## src/rtl/pkt_rx_parser.sv

```systemverilog
// Receive-side packet parser: validates LEN/CSUM framed packets and buffers payload
// in a commit/rollback FIFO; saturating good/bad/drop counters via a CPU port.
module pkt_rx_parser #(
  parameter int DEPTH   = 64,
  parameter int MAX_LEN = 32
) (
  input  logic       clk,
  input  logic       rst_n,
  input  logic [7:0] rxd,
  input  logic       rx_vld,
  output logic [7:0] out_data,
  output logic       out_last,
  output logic       out_vld,
  input  logic       out_rdy,
  input  logic       cpu_sel,
  input  logic       cpu_rw,
  input  logic [7:0] cpu_addr,
  input  logic [7:0] cpu_din,
  output logic [7:0] cpu_dout
);
  localparam int AW = $clog2(DEPTH);
  localparam int PW = AW + 1;

  typedef enum logic [1:0] {IDLE, PAYLOAD, CSUM, DISCARD} state_t;
  state_t state_r, state_s;

  logic [8:0]    mem_r [DEPTH];
  logic [PW-1:0] wr_ptr_r, cwr_ptr_r, rd_ptr_r;
  logic [7:0]    remain_r, sum_r;
  logic [7:0]    good_cnt_r, bad_cnt_r, drop_cnt_r;
  logic          enable_r;

  logic          load_len_s, push_s, pop_s, commit_s, rollback_s;
  logic          good_inc_s, bad_inc_s, drop_inc_s;
  logic [PW:0]   free_s;
  logic [8:0]    head_s;
  logic [7:0]    rd_data_s;
  logic          cpu_wr_s, clr_s, unused_s;

  function automatic logic [7:0] sat_inc(input logic [7:0] v, input logic inc);
    if (inc && (v != 8'hFF)) return v + 8'd1;
    else return v;
  endfunction

  assign free_s   = (PW+1)'(DEPTH) - {1'b0, wr_ptr_r - rd_ptr_r};
  assign out_vld  = (rd_ptr_r != cwr_ptr_r);
  assign pop_s    = out_vld & out_rdy;
  assign head_s   = mem_r[rd_ptr_r[AW-1:0]];
  assign out_data = out_vld ? head_s[7:0] : 8'd0;
  assign out_last = out_vld & head_s[8];
  assign cpu_wr_s = cpu_sel & cpu_rw;
  assign clr_s    = cpu_wr_s & (cpu_addr == 8'h00) & cpu_din[1];
  assign unused_s = ^cpu_din[7:2];

  // Next-state and per-cycle control decode for the receive FSM.
  always_comb begin
    state_s    = state_r;
    load_len_s = 1'b0;
    push_s     = 1'b0;
    commit_s   = 1'b0;
    rollback_s = 1'b0;
    good_inc_s = 1'b0;
    bad_inc_s  = 1'b0;
    drop_inc_s = 1'b0;
    case (state_r)
      IDLE: begin
        if (rx_vld && enable_r) begin
          load_len_s = 1'b1;
          if ((rxd == 8'd0) || (rxd > 8'(MAX_LEN))) begin
            bad_inc_s = 1'b1;
            state_s   = DISCARD;
          end else if ({24'd0, rxd} > 32'(free_s)) begin
            drop_inc_s = 1'b1;
            state_s    = DISCARD;
          end else begin
            state_s = PAYLOAD;
          end
        end else begin
          state_s = IDLE;
        end
      end
      PAYLOAD: begin
        if (!rx_vld) begin
          rollback_s = 1'b1;
          bad_inc_s  = 1'b1;
          state_s    = IDLE;
        end else begin
          push_s  = 1'b1;
          state_s = (remain_r == 8'd1) ? CSUM : PAYLOAD;
        end
      end
      CSUM: begin
        if (!rx_vld) begin
          rollback_s = 1'b1;
          bad_inc_s  = 1'b1;
          state_s    = IDLE;
        end else if (rxd == sum_r) begin
          commit_s   = 1'b1;
          good_inc_s = 1'b1;
          state_s    = DISCARD;
        end else begin
          rollback_s = 1'b1;
          bad_inc_s  = 1'b1;
          state_s    = DISCARD;
        end
      end
      DISCARD: begin
        state_s = rx_vld ? DISCARD : IDLE;
      end
      default: state_s = IDLE;
    endcase
  end

  // FSM state, byte countdown, running checksum and FIFO pointers.
  always_ff @(posedge clk or negedge rst_n) begin
    if (!rst_n) begin
      state_r   <= IDLE;
      remain_r  <= 8'd0;
      sum_r     <= 8'd0;
      wr_ptr_r  <= '0;
      cwr_ptr_r <= '0;
      rd_ptr_r  <= '0;
    end else begin
      state_r <= state_s;
      if (load_len_s) begin
        remain_r <= rxd;
        sum_r    <= rxd;
      end else if (push_s) begin
        remain_r <= remain_r - 8'd1;
        sum_r    <= sum_r + rxd;
      end
      // Writes go to the speculative pointer; only a good checksum publishes them.
      if (push_s) wr_ptr_r <= wr_ptr_r + PW'(1);
      else if (rollback_s) wr_ptr_r <= cwr_ptr_r;
      if (commit_s) cwr_ptr_r <= wr_ptr_r;
      if (pop_s) rd_ptr_r <= rd_ptr_r + PW'(1);
    end
  end

  // Payload storage; the tag bit marks the final byte of each packet.
  always_ff @(posedge clk) begin
    if (push_s) mem_r[wr_ptr_r[AW-1:0]] <= {remain_r == 8'd1, rxd};
  end

  // CPU register read mux.
  always_comb begin
    rd_data_s = 8'h00;
    case (cpu_addr)
      8'h00:   rd_data_s = {7'd0, enable_r};
      8'h01:   rd_data_s = good_cnt_r;
      8'h02:   rd_data_s = bad_cnt_r;
      8'h03:   rd_data_s = drop_cnt_r;
      8'h04:   rd_data_s = {6'd0, state_r != IDLE, rd_ptr_r == cwr_ptr_r};
      default: rd_data_s = 8'h00;
    endcase
  end

  // Control register, counters (clear beats increment) and registered read data.
  always_ff @(posedge clk or negedge rst_n) begin
    if (!rst_n) begin
      enable_r   <= 1'b1;
      good_cnt_r <= 8'd0;
      bad_cnt_r  <= 8'd0;
      drop_cnt_r <= 8'd0;
      cpu_dout   <= 8'd0;
    end else begin
      if (cpu_wr_s && (cpu_addr == 8'h00)) enable_r <= cpu_din[0];
      if (clr_s) begin
        good_cnt_r <= 8'd0;
        bad_cnt_r  <= 8'd0;
        drop_cnt_r <= 8'd0;
      end else begin
        good_cnt_r <= sat_inc(good_cnt_r, good_inc_s);
        bad_cnt_r  <= sat_inc(bad_cnt_r, bad_inc_s);
        drop_cnt_r <= sat_inc(drop_cnt_r, drop_inc_s);
      end
      if (cpu_sel && !cpu_rw) cpu_dout <= rd_data_s;
    end
  end
endmodule

```

## config.mk

```make
export PLATFORM = sky130hd
export DESIGN_NAME = pkt_rx_parser
export DESIGN_NICKNAME = d
export VERILOG_FILES = /design/src/rtl/pkt_rx_parser.sv
export SDC_FILE = /design/constraint.sdc
export NUM_CORES = 1
export LEC_CHECK = 0
export ABC_AREA = 1
export CORE_MARGIN = 5
export CORE_UTILIZATION = 57
export DETAILED_ROUTE_END_ITERATION = 8
export GPL_ROUTABILITY_DRIVEN = 0
export PLACE_DENSITY = 0.79
export SETUP_SLACK_MARGIN = 0.05
export SYNTH_ARGS = -nofsm -noshare
export SYNTH_HDL_FRONTEND = slang
export SYNTH_SLANG_ARGS = --single-unit
export TNS_END_PERCENT = 10
```

## constraint.sdc

```tcl
create_clock -name clk -period 3.4 [get_ports clk]
set_clock_uncertainty 0.1 [all_clocks]
set_input_delay 0.85 -clock clk [delete_from_list [all_inputs] [get_ports clk]]
set_output_delay 0.85 -clock clk [all_outputs]
set_load 0.01 [all_outputs]
```

==> results.txt <==
Number of DRC markers in iteration 0 -> 3152
Crit path from -> rd_ptr_r[0]
RSZ-0062 raised after global routing -> true
# Max-Cap Violations -> 0
Synth unique cells -> 39
Synth area leader -> edfxtp_1
Slack of the critical path -> -0.469 ns
Failing checks -> setup timing
EDFF count, synth -> 576
CP Cell Sequence -> buf_12 > buf_16 > bufbuf_16 > or2_2 > nand3_1 > a21oi_1 > nor2_1 > nand2_1 > nand3_2 > a21oi_2 > buf_4 > buf_2
Slew HR -> 36.5%
Most frequent cell after synthesis -> nand2_1
Fmax -> 258 MHz
ANT nets after route -> 0
Reg2reg end -> drop_cnt_r[7]
DR vias/cell -> 5.88
Stages on worst setup path -> 12
Total core area -> 51300 µm²
Tcrit/Tclk final -> 114%
Buf/Inv on CP -> 5
First-pass detailed-route iteration total -> 6
Syn Inst Count -> 2978
Reg clk slew, reported paths -> 0.06 ns
DRC -> 0
Critical Path Sink Type -> output pin
Seq cells post-synth -> 648
TritonCTS clock tree -> built
First-pass GRT wire length -> 125000 µm
Area growth syn-to-layout -> 20.0%
Gr usage total -> 28.5%
Root buf cell -> clkbuf_16
Share of the synthesized area in the top cell type -> 58.7%
Post-layout min period -> 3.87 ns
Commonest cells in the netlist -> nand2_1, edfxtp_1, nor2_1
Peak supply drop -> 0.695 mV
Worst setup path category -> reg2out
Combinational power share -> 43.2%
Starting Density -> 57.4%
Syn Area/Cell -> 9.89 µm²
Die width -> 237 µm
Largest net degree at the start of global routing -> 66
Final hold violations -> 0
Status -> finished, violations left
Number of setup violations in the final report -> 18
N_diodes -> 0
Clk sink count -> 648
Synthesized area -> 29500 µm²
Switching Fraction -> 37.4%
Slowest-stage cell, CP -> dfrtp_4
Largest cells by area after synthesis -> edfxtp_1, nand2_1, dfrtp_1, nand3_1, nor2_1
Clk pwr share -> 25.5%
Mapped Nets -> 3044
Initial antenna violation count -> 0
Int Pwr -> 17.9 mW
Die area -> 56300 µm²
Worst EP arrival -> 2.92 ns
Reg2Reg Launch Point -> rd_ptr_r[0]
Yosys warning total -> 0
PortBufs -> 41
Clock latency on the worst-skew pair -> 0.62 ns
Post-DP HPWL -> 49400 µm
Final Util -> 68.9%
Seq/Total Area, Yosys -> 64.8%
Pwr/cell area -> 808 nW/µm²
Vias in the first global route -> 22600
Die Ht -> 237 µm
Final-stage net count -> 3266
Critical path capture point -> out_data[7]
Seq pwr share -> 31.3%
Total grt overflow -> 0
# H-tree levels -> 3
# IOs -> 48
Total wire length -> 83700 µm
Max-slew violations -> 0
Synth async-reset ratio -> 11.1%
CP Max Fanout -> 7
Worst Tran Pin Value -> 0.953 ns
Num CTS Buffers -> 66
Family with the most delay on the worst path -> buffers and inverters
Top FF cell, synth -> edfxtp_1
Wire per inst -> 21.3 µm
Switch Pwr -> 10.7 mW
CP peak stage delay -> 0.52 ns
Critical path required time -> 2.45 ns
Share of cells above drive strength 1 -> 15.0%
Setup crit start kind -> flip-flop
Leakage Power -> 15.0 nW
Reg2reg path depth -> 20
Worst min-delay path class -> in2async
Rows -> 83
Clock tree buffer depth -> 3
Final Power -> 28.6 mW
Via count -> 23100
Worst R2R Setup Slack -> -0.25 ns
## logic make-up after synthesis
group / Yosys count / synth area share, %
AOI/OAI and AO/OA: 225 / 4.14
xor gates and xnor gates: 37 / 1.10
adders and majority gates: 36 / 1.58
buffers and inverters: 454 / 6.29
DFF: 648 / 64.8
muxes: 1 / 0.0382
and+or+nand+nor: 1577 / 22.0
## power by group through the flow
stage / Sequential (mW) / Combinational, mW / Clock, mW
floorplan: 9.04 / 5.90 / 0
detailed placement: 9.10 / 9.89 / 0
finish: 8.94 / 12.4 / 7.30
global route: 8.95 / 13.1 / 7.67
CTS: 8.95 / 11.3 / 7.32
global placement: 9.09 / 9.58 / 0
## metal layers
layer	vias to the layer above	wire length, µm	track usage (%)	share of wire [%]
li1	10300	-	-	-
met1	10900	29500	36.1	35
met2	1576	39100	45.9	47
met3	326	9770	6.22	12
met4	0	5270	15.9	6.3
met5	-	0	0	0
## state kept, by name (all words and copies together), names as in the netlist
register    cells
bad_cnt_r       8
cpu_dout        8
cwr_ptr_r       7
drop_cnt_r      8
enable_r        1
good_cnt_r      8
mem_r         576
rd_ptr_r        7
remain_r        8
state_r         2
sum_r           8
wr_ptr_r        7
## cell type report
type                            count  area [µm²]
Fill cell                        3347       15900
Clock buffer                       81        1770
Timing Repair Buffer              281        3080
Timing Repair inverter              1        11.3
Sequential cell                   648       19100
Clock inverter                     39         389
Multi-Input combinational cell   1876        8920
Tap cell                          680         851
Inverter                          326        1240
## cell usage in the layout, fill, tap and decap left out, drive strengths merged, types with 33 or more instances in the layout
cell / count
a21oi: 60
buf: 249
clkbuf: 87
clkinv: 33
dfrtp: 71
edfxtp: 576
ha: 34
inv: 323
nand2: 890
nand3: 294
nor2: 323
o21ai: 129
## repair_timing
item,4_1_cts,5_1_grt
endpoints found under the hold margin,0,0
resized for setup,137,65
gates cloned,14,6
pin swaps,48,41
hold buffers,0,0
setup endpoints to repair,18,19
setup buffers,12,11
## metrics by stage
| step | area (µm²) | std cells | worst slack [ns] | hold WS, ns | TNS (ns) |
|---|---|---|---|---|---|
| finish | 35400 | 3932 | -0.469 | 0.0888 | -5.63 |
| global route | 35400 | 3932 | -0.518 | 0.110 | -7.77 |
| CTS | 34900 | 3917 | -0.352 | 0.0868 | -5.01 |
| detailed placement | 31900 | 3771 | -0.153 | 0.375 | -1.84 |
| global placement | 31900 | 3771 | -0.0648 | 0.371 | -0.478 |
| floorplan | 29500 | 2978 | 0.0847 | 0.369 | 0 |
## worst min path at each step
stage,start,endpoint,slack [ns]
2_1_floorplan,sum_r[6],sum_r[6],0.37
4_1_cts,rst_n,cpu_dout[3],0.09
3_3_place_gp,cpu_dout[3],cpu_dout[3],0.37
6_report,rst_n,cpu_dout[3],0.09
5_1_grt,rst_n,cpu_dout[1],0.11
3_5_place_dp,cpu_dout[0],cpu_dout[0],0.37
Note: power is estimated with default switching activity, not from simulation.
